## src/rtl/barrel_shifter_right_pipe.sv

```systemverilog
// 64-bit right barrel shifter, three registered stages with valid/ready flow
// control. Stage 1 shifts by 0..3, stage 2 by 0/4/8/12, stage 3 by 0/16/32/48.
// Each stage ORs the bits it discards into a sticky flag, and carries the fill
// bit (arith & msb) forward so later stages can sign-fill.
module barrel_shifter_right_pipe #(
    parameter int WIDTH = 64,
    parameter int SHW   = 6
) (
    input  logic             clk,
    input  logic             rst_n,
    input  logic             in_valid,
    output logic             in_ready,
    input  logic [WIDTH-1:0] in_data,
    input  logic [SHW-1:0]   shift,
    input  logic             arith,
    output logic             out_valid,
    input  logic             out_ready,
    output logic [WIDTH-1:0] out_data,
    output logic             out_sticky,
    output logic             busy
);

    localparam logic [WIDTH-1:0] ONES = '1;

    // Stage registers
    logic             r1_valid, r2_valid, r3_valid;
    logic [WIDTH-1:0] r1_data, r2_data, r3_data;
    logic [3:0]       r1_shift;          // shift[5:2] still to apply
    logic [1:0]       r2_shift;          // shift[5:4] still to apply
    logic             r1_fill, r2_fill;
    logic             r1_sticky, r2_sticky, r3_sticky;

    // Per-stage advance: a stage may load when the stage ahead of it can take
    // its current contents (or it is empty). Chain is combinational from
    // out_ready, so in_ready has no skid buffer behind it.
    logic w_adv1, w_adv2, w_adv3;
    assign w_adv3 = ~r3_valid | out_ready;
    assign w_adv2 = ~r2_valid | w_adv3;
    assign w_adv1 = ~r1_valid | w_adv2;

    // Stage 1 datapath: shift by shift[1:0]
    logic [1:0]       w_s1_amt;
    logic             w_s1_fill;
    logic [WIDTH-1:0] w_s1_data;
    logic             w_s1_sticky;
    assign w_s1_amt    = shift[1:0];
    assign w_s1_fill   = arith & in_data[WIDTH-1];
    assign w_s1_data   = (in_data >> w_s1_amt) | ({WIDTH{w_s1_fill}} & ~(ONES >> w_s1_amt));
    assign w_s1_sticky = |(in_data & ~(ONES << w_s1_amt));

    // Stage 2 datapath: shift by 4 * r1_shift[1:0]
    logic [3:0]       w_s2_amt;
    logic [WIDTH-1:0] w_s2_data;
    logic             w_s2_sticky;
    assign w_s2_amt    = {r1_shift[1:0], 2'b00};
    assign w_s2_data   = (r1_data >> w_s2_amt) | ({WIDTH{r1_fill}} & ~(ONES >> w_s2_amt));
    assign w_s2_sticky = r1_sticky | (|(r1_data & ~(ONES << w_s2_amt)));

    // Stage 3 datapath: shift by 16 * r2_shift
    logic [5:0]       w_s3_amt;
    logic [WIDTH-1:0] w_s3_data;
    logic             w_s3_sticky;
    assign w_s3_amt    = {r2_shift, 4'b0000};
    assign w_s3_data   = (r2_data >> w_s3_amt) | ({WIDTH{r2_fill}} & ~(ONES >> w_s3_amt));
    assign w_s3_sticky = r2_sticky | (|(r2_data & ~(ONES << w_s3_amt)));

    // Stage 1 register: capture an input beat when stage 1 can advance
    // NOTE: sequential state uses non-blocking assignments so every register
    // samples pre-edge values, independent of block ordering.
    always_ff @(posedge clk or negedge rst_n) begin
        if (!rst_n) begin
            // NOTE: data registers are reset too, so out_data reads 0 after
            // reset rather than whatever was in flight.
            r1_valid  <= 1'b0;
            r1_data   <= '0;
            r1_shift  <= '0;
            r1_fill   <= 1'b0;
            r1_sticky <= 1'b0;
        end else if (w_adv1) begin
            r1_valid <= in_valid;
            if (in_valid) begin
                r1_data   <= w_s1_data;
                r1_shift  <= shift[5:2];
                r1_fill   <= w_s1_fill;
                r1_sticky <= w_s1_sticky;
            end
        end
    end

    // Stage 2 register: take stage 1's beat when stage 2 can advance
    always_ff @(posedge clk or negedge rst_n) begin
        if (!rst_n) begin
            r2_valid  <= 1'b0;
            r2_data   <= '0;
            r2_shift  <= '0;
            r2_fill   <= 1'b0;
            r2_sticky <= 1'b0;
        end else if (w_adv2) begin
            r2_valid <= r1_valid;
            if (r1_valid) begin
                r2_data   <= w_s2_data;
                r2_shift  <= r1_shift[3:2];
                r2_fill   <= r1_fill;
                r2_sticky <= w_s2_sticky;
            end
        end
    end

    // Stage 3 register: output stage, holds steady while the consumer stalls
    always_ff @(posedge clk or negedge rst_n) begin
        if (!rst_n) begin
            r3_valid  <= 1'b0;
            r3_data   <= '0;
            r3_sticky <= 1'b0;
        end else if (w_adv3) begin
            r3_valid <= r2_valid;
            if (r2_valid) begin
                r3_data   <= w_s3_data;
                r3_sticky <= w_s3_sticky;
            end
        end
    end

    assign in_ready   = w_adv1;
    assign out_valid  = r3_valid;
    assign out_data   = r3_data;
    assign out_sticky = r3_sticky;
    assign busy       = r1_valid | r2_valid | r3_valid;

endmodule

```

## config.mk

```make
export PLATFORM = sky130hd
export DESIGN_NAME = barrel_shifter_right_pipe
export DESIGN_NICKNAME = d
export VERILOG_FILES = /design/src/rtl/barrel_shifter_right_pipe.sv
export SDC_FILE = /design/constraint.sdc
export NUM_CORES = 1
export LEC_CHECK = 0
export BUFFER_PORTS_ARGS = -buffer_cell sky130_fd_sc_hd__clkbuf_2
export CAP_MARGIN = 10
export CORE_MARGIN = 1.5
export CORE_UTILIZATION = 55
export CTS_BUF_LIST = sky130_fd_sc_hd__clkbuf_16
export DETAILED_ROUTE_END_ITERATION = 12
export PLACE_DENSITY_LB_ADDON = 0.25
export SLEW_MARGIN = 25
export SYNTH_ARGS = -nofsm -noshare
export SYNTH_HDL_FRONTEND = slang
export SYNTH_SLANG_ARGS = --single-unit
```

## constraint.sdc

```tcl
create_clock -name clk -period 1.6 [get_ports clk]
set_input_delay 0.32 -clock clk [delete_from_list [all_inputs] [get_ports clk]]
set_output_delay 0.32 -clock clk [all_outputs]
set_load 0.01 [all_outputs]
```

==> Word-level counts from Yosys, hierarchy flattened <==
Cells that the tools add are included.
{ "op_classes": {"n_shift": 9, "bitwise": 26, "reduce_logical": 6} }
{ "ops": {"columns": ["cell", "n"], "rows": [
  ["AND 64 bit", 6],
  ["NOT 64 bit", 6],
  ["bitwise OR 64 bit", 3],
  ["OR reduction 64 bit", 3],
  ["<< shifter 64 x 2 -> 64 bit (first input constant)", 1],
  ["<< shifter 64 x 4 -> 64 bit (first input constant)", 1],
  ["<< shifter 64 x 6 -> 64 bit (first input constant)", 1],
  ["right shift 64 x 2 -> 64 bit", 1],
  ["right shift 64 x 2 -> 64 bit (first input constant)", 1],
  ["right shift 64 x 4 -> 64 bit", 1],
  ["right shift 64 x 4 -> 64 bit (first input constant)", 1],
  ["right shift 64 x 6 -> 64 bit", 1],
  ["right shift 64 x 6 -> 64 bit (first input constant)", 1],
  ["bitwise OR 1 bit", 7],
  ["AND reduction 2 bit", 3],
  ["NOT 1 bit", 3],
  ["AND 1 bit", 1]
]} }
{ "totals": {"register_bits": 206, "inputBits": 75, "elab_cells": 54} }

==> Longest topological paths before layout <==
{ "depth": {"ltp_word": 5, "mapped_depth": 7, "ltp_nobuf": 4} }

==> Least setup slack after synthesis <==
No wires, ideal clock.
{ "synth_path": {"path_kind": "flip-flop to flip-flop", "startpoint": "register r1_valid", "endpoint": "register r1_data[10]", "t_arrival_ns": 1.400, "required_ns": 1.475, "slack_ns": 0.075, "path_stages_with_launch": 7, "path_buffers": 3, "cell_sequence": "dfrtp_1 > buf_2 > nand4b_2 > nand2_1 > buf_6 > buf_6 > mux2_2"} }
{ "synth_between": {"elab_chain_cells": 3} }
{ "synth_lines": {"columns": ["element", "line", "rtl"], "rows": [
  ["from (decl)", "26", "logic r1_valid, r2_valid, r3_valid;"],
  ["from (signal assigned)", "80", "r1_valid <= in_valid;"],
  ["NOT 1 bit", "39", "assign w_adv1 = ~r1_valid | w_adv2;"],
  ["bitwise OR 1 bit", "39", null],
  ["named net in_ready", "12", "output logic in_ready,"],
  ["AND reduction 2 bit (no source line)", null, null],
  ["to (signal assigned)", "82", "r1_data <= w_s1_data;"],
  ["to (decl)", "27", "logic [WIDTH-1:0] r1_data, r2_data, r3_data;"]
]} }
The timed path passes the listed nets, and every way through them passes these cells.
A chain may end at the register's enable or synchronous reset.

==> Worst setup path in the final report <==
{ "layout_path": {"startpoint": "register r2_valid", "endpoint": "output port busy"} }
{ "layout_between": {"elab_chain_cells": 2} }
{ "layout_lines": {"columns": ["element", "line", "rtl"], "rows": [
  ["from (decl)", "26", null],
  ["from (signal assigned)", "99", "r2_valid <= r1_valid;"],
  ["bitwise OR 1 bit (2 in a row)", "128", "assign busy = r1_valid | r2_valid | r3_valid;"],
  ["to (decl)", "20", "output logic busy"]
]} }
Every way passes these cells.

==> results.cfg <==
[finish]
areaGrowthSynthToFinish_pct = 20.6
nNetsFinal = 1288
layout.cells.most_common = sky130_fd_sc_hd__dfrtp_1
commonest_cells_after_routing_fill_and_taps_aside = 201 x sky130_fd_sc_hd__dfrtp_1, 139 x sky130_fd_sc_hd__nand2_1, 138 x sky130_fd_sc_hd__clkbuf_2, 133 x sky130_fd_sc_hd__o21ai_0, 130 x sky130_fd_sc_hd__mux2_2
finalNonFillerCells = 1497
layout_cells_sized_above_1_pct = 39.4
num_antenna_cells = 0

[synth]
synthesis.instances = 1050
yosys.area.top_type_share_pct = 44.5
synth.avg_cell_area_um2 = 11.0
synth_seq_cells = 206
syn_nets = 1125
mappedNetlistArea_um2 = 11600
sequential_fraction_of_the_synthesis_area_pct = 44.5
ys_warn_count = 0
yosys.cell_types.count = 37
leading_cell_types_by_total_area_after_synthesis = sky130_fd_sc_hd__dfrtp_1 44%, sky130_fd_sc_hd__mux2_2 13%, sky130_fd_sc_hd__mux4_2 11%
synth_top_cell_by_area = sky130_fd_sc_hd__dfrtp_1

[pwr]
comb_power_share_pct = 34.9
cellInternalPower_mw = 13.1
netSwitchingPower_mw = 7.52
power.density_nw_per_um2 = 1470
power_switching_share_pct = 36.6
leakage_nw = 6.19
worst_ir_drop_on_vdd_uv = 765
power_frac_seq_pct = 42.0
clkPwrFrac_pct = 23.1

[grt]
number_of_global_route_vias_before_repair = 8689
pin_count_of_the_biggest_net_entering_global_routing = 97
globalRoute.totalOverflow = 0
grt_pass1_wl_mm = 47.1
grt_antenna_before_repair = 0
grtUsageTotal_pct = 26.9

[route]
detail-route-antenna-nets = 0
drt_drc_violations_left = 0
totalWireLength_mm = 30.6
via_count = 9021
wl_per_cell_um = 20.5
dr.first_iter.drc_count = 524
drtPass1Iterations = 5
vias_per_cell = 6.03

[run_status]
status = finished, violations left
violations = setup timing

[worst_hold_path]
worst_hold_path_type = in2reg
worst_hold_path.endpoint = r1_valid
timing.hold.worst.start = in_valid
holdPathStages = 2

[floorplan]
initial_utilization_pct = 56.7
die_w_um = 148
placeableCoreArea_um2 = 20400
design.die.area_um2 = 22000
design.portCount = 143
die_height_um = 148
std_cell_rows = 52

[worst_setup_path]
crit-reg2reg-launch = r1_shift[0]
worst-r2r-cell-count = 6
rr_endpoint = r2_data[18]
rrSetupSlack_ns = -0.02
setup.worst_path.end_class = output pin
critical_path_arrival_ns = 1.49
critical_path.max_fanout = 2
start_kind = register
timing.critical_path.required_ns = 1.28
timing_worst_setup_path_type = reg2out

[timing]
hold_violations = 0
setup_viol = 5
period_share_pct = 113
slew_viol_final = 0
grt_setup_unrepaired = yes
hold_ws_ns = 0.0225
fin_setup_tns_ns = -0.261
setup_ws_post_layout_ns = -0.214
min_period_ns = 1.81
fin_worst_skew_ns = 0.0110
timing.fmax_mhz = 551
relSlewSlack_pct = 56.3
tightest_slew_ns = 0.653

[cts]
clock_tree_from_tritoncts = built
cts_root_buf = sky130_fd_sc_hd__clkbuf_16
clock_sink_count = 206
clkTransAtPathRegs_ns = 0.06
cts.path.max_buffers = 3
clk_latency_ns = 0.51
cts.htree.levels = 1
cts_buffers = 22

[placed_design]
placedCellCount = 1441
gp_routability_congestion = 0.911
port_buffers = 142
dpl_worst_slack_ns = -0.0965
detailedPlacementHpwl_mm = 21.4

[run]
cap_viol_max_count = 0
==> critical path, stage by stage (launching register included) <==
cell,delay (ns)
sky130_fd_sc_hd__dfrtp_1,0.39
sky130_fd_sc_hd__buf_6,0.12
sky130_fd_sc_hd__or3_4,0.35
sky130_fd_sc_hd__buf_6,0.13
==> power by group through the flow <==
stage | Clock (mW) | Sequential [mW] | Combinational, mW
after global placement | 0 | 8.52 | 6.48
final | 4.76 | 8.65 | 7.18
after floorplan | 0 | 8.18 | 4.27
after CTS | 4.81 | 8.51 | 6.75
after global routing | 5.02 | 8.77 | 7.88
after detailed placement | 0 | 8.59 | 6.64
==> synthesized netlist by cell type <==
library cell               count
sky130_fd_sc_hd__a211oi_1      3
sky130_fd_sc_hd__a21o_1        2
sky130_fd_sc_hd__a21oi_1      73
sky130_fd_sc_hd__a221o_1       1
sky130_fd_sc_hd__a31oi_1       3
sky130_fd_sc_hd__a41o_1        4
sky130_fd_sc_hd__a41oi_1       1
sky130_fd_sc_hd__and2_1        5
sky130_fd_sc_hd__buf_1         4
sky130_fd_sc_hd__buf_2        36
sky130_fd_sc_hd__buf_4        12
sky130_fd_sc_hd__buf_6        14
sky130_fd_sc_hd__clkbuf_1     22
sky130_fd_sc_hd__dfrtp_1     206
sky130_fd_sc_hd__inv_1         2
sky130_fd_sc_hd__mux2_1        4
sky130_fd_sc_hd__mux2_2      135
sky130_fd_sc_hd__mux2i_1      70
sky130_fd_sc_hd__mux4_2       56
sky130_fd_sc_hd__nand2_1     141
sky130_fd_sc_hd__nand2_2       2
sky130_fd_sc_hd__nand2b_1      6
sky130_fd_sc_hd__nand3_1       1
sky130_fd_sc_hd__nand3b_1      1
sky130_fd_sc_hd__nand4_1       2
sky130_fd_sc_hd__nand4b_2      1
sky130_fd_sc_hd__nor2_1       54
sky130_fd_sc_hd__nor2_4        1
sky130_fd_sc_hd__nor2b_1       5
sky130_fd_sc_hd__nor3_1        1
sky130_fd_sc_hd__nor4_1       14
sky130_fd_sc_hd__o21ai_0     136
sky130_fd_sc_hd__o21ai_1      13
sky130_fd_sc_hd__o22a_1       16
sky130_fd_sc_hd__o22ai_1       1
sky130_fd_sc_hd__o41ai_1       1
sky130_fd_sc_hd__or3_1         1
==> cell families (layout without fill, tap and decap cells) <==
logic type      Yosys count  after routing  synth area share, %
buf+inv                  90            267                 4.60
compound gates          254            254                 11.9
simple gates            235            235                 8.58
mux                     265            265                 30.4
flops                   206            206                 44.5
==> area by class of cell <==
class                           count  area, um^2
Tap cell                          270         338
Timing Repair Buffer              227        1760
Sequential cell                   206        5160
Multi-Input combinational cell    754        6050
Fill cell                        1516        6450
Clock inverter                     15        88.8
Inverter                            2        11.3
Clock buffer                       23         576
==> flip-flops by register name, indices dropped and copies added (netlist names) <==
signal / count
r2_data: 64
out_valid: 1
out_sticky: 1
r2_sticky: 1
r2_shift: 2
r1_valid: 1
r1_fill: 1
r2_fill: 1
r1_sticky: 1
r2_valid: 1
out_data: 64
r1_shift: 4
r1_data: 64
==> stage by stage <==
step | area [um^2] | power [mW] | util [%]
after floorplan | 11600 | 12.5 | -
after global placement | 12800 | 15.0 | 62.8
after detailed placement | 12800 | 15.2 | 62.8
after CTS | 13600 | 20.1 | 66.5
after global routing | 14000 | 21.7 | 68.4
final | 14000 | 20.6 | 68.4
==> metal layers <==
| metal | GRT usage (%) | up-vias | wire [um] |
|---|---|---|---|
| li1 | - | 4166 | - |
| met1 | 40.2 | 4432 | 13800 |
| met2 | 42.1 | 348 | 14300 |
| met3 | 3.16 | 75 | 1790 |
| met4 | 7.33 | 0 | 793 |
| met5 | 0 | - | 0 |
==> what timing repair did <==
| item | 4_1_cts | 5_1_grt |
|---|---|---|
| resized for setup | 6 | 55 |
| endpoints found under the hold margin | 21 | 0 |
| hold buffers | 1 | 0 |
| pin swaps | 0 | 4 |
| endpoints found under the setup margin | 22 | 44 |
| buffers inserted | 5 | 5 |
| cloned | 0 | 8 |
==> worst max path at each step <==
| stage | start | endpoint | slack [ns] | cells past startpoint |
|---|---|---|---|---|
| finish | r2_valid | busy | -0.21 | 3 |
| global route | r2_valid | busy | -0.25 | 3 |
| CTS | r2_valid | busy | -0.19 | 3 |
| detailed placement | r2_shift[1] | out_data[29] | -0.1 | 4 |
| global placement | r2_shift[1] | out_data[23] | -0.06 | 4 |
| floorplan | r1_valid | r1_data[10] | 0.08 | 6 |
Note: power is estimated with default switching activity, not from simulation.
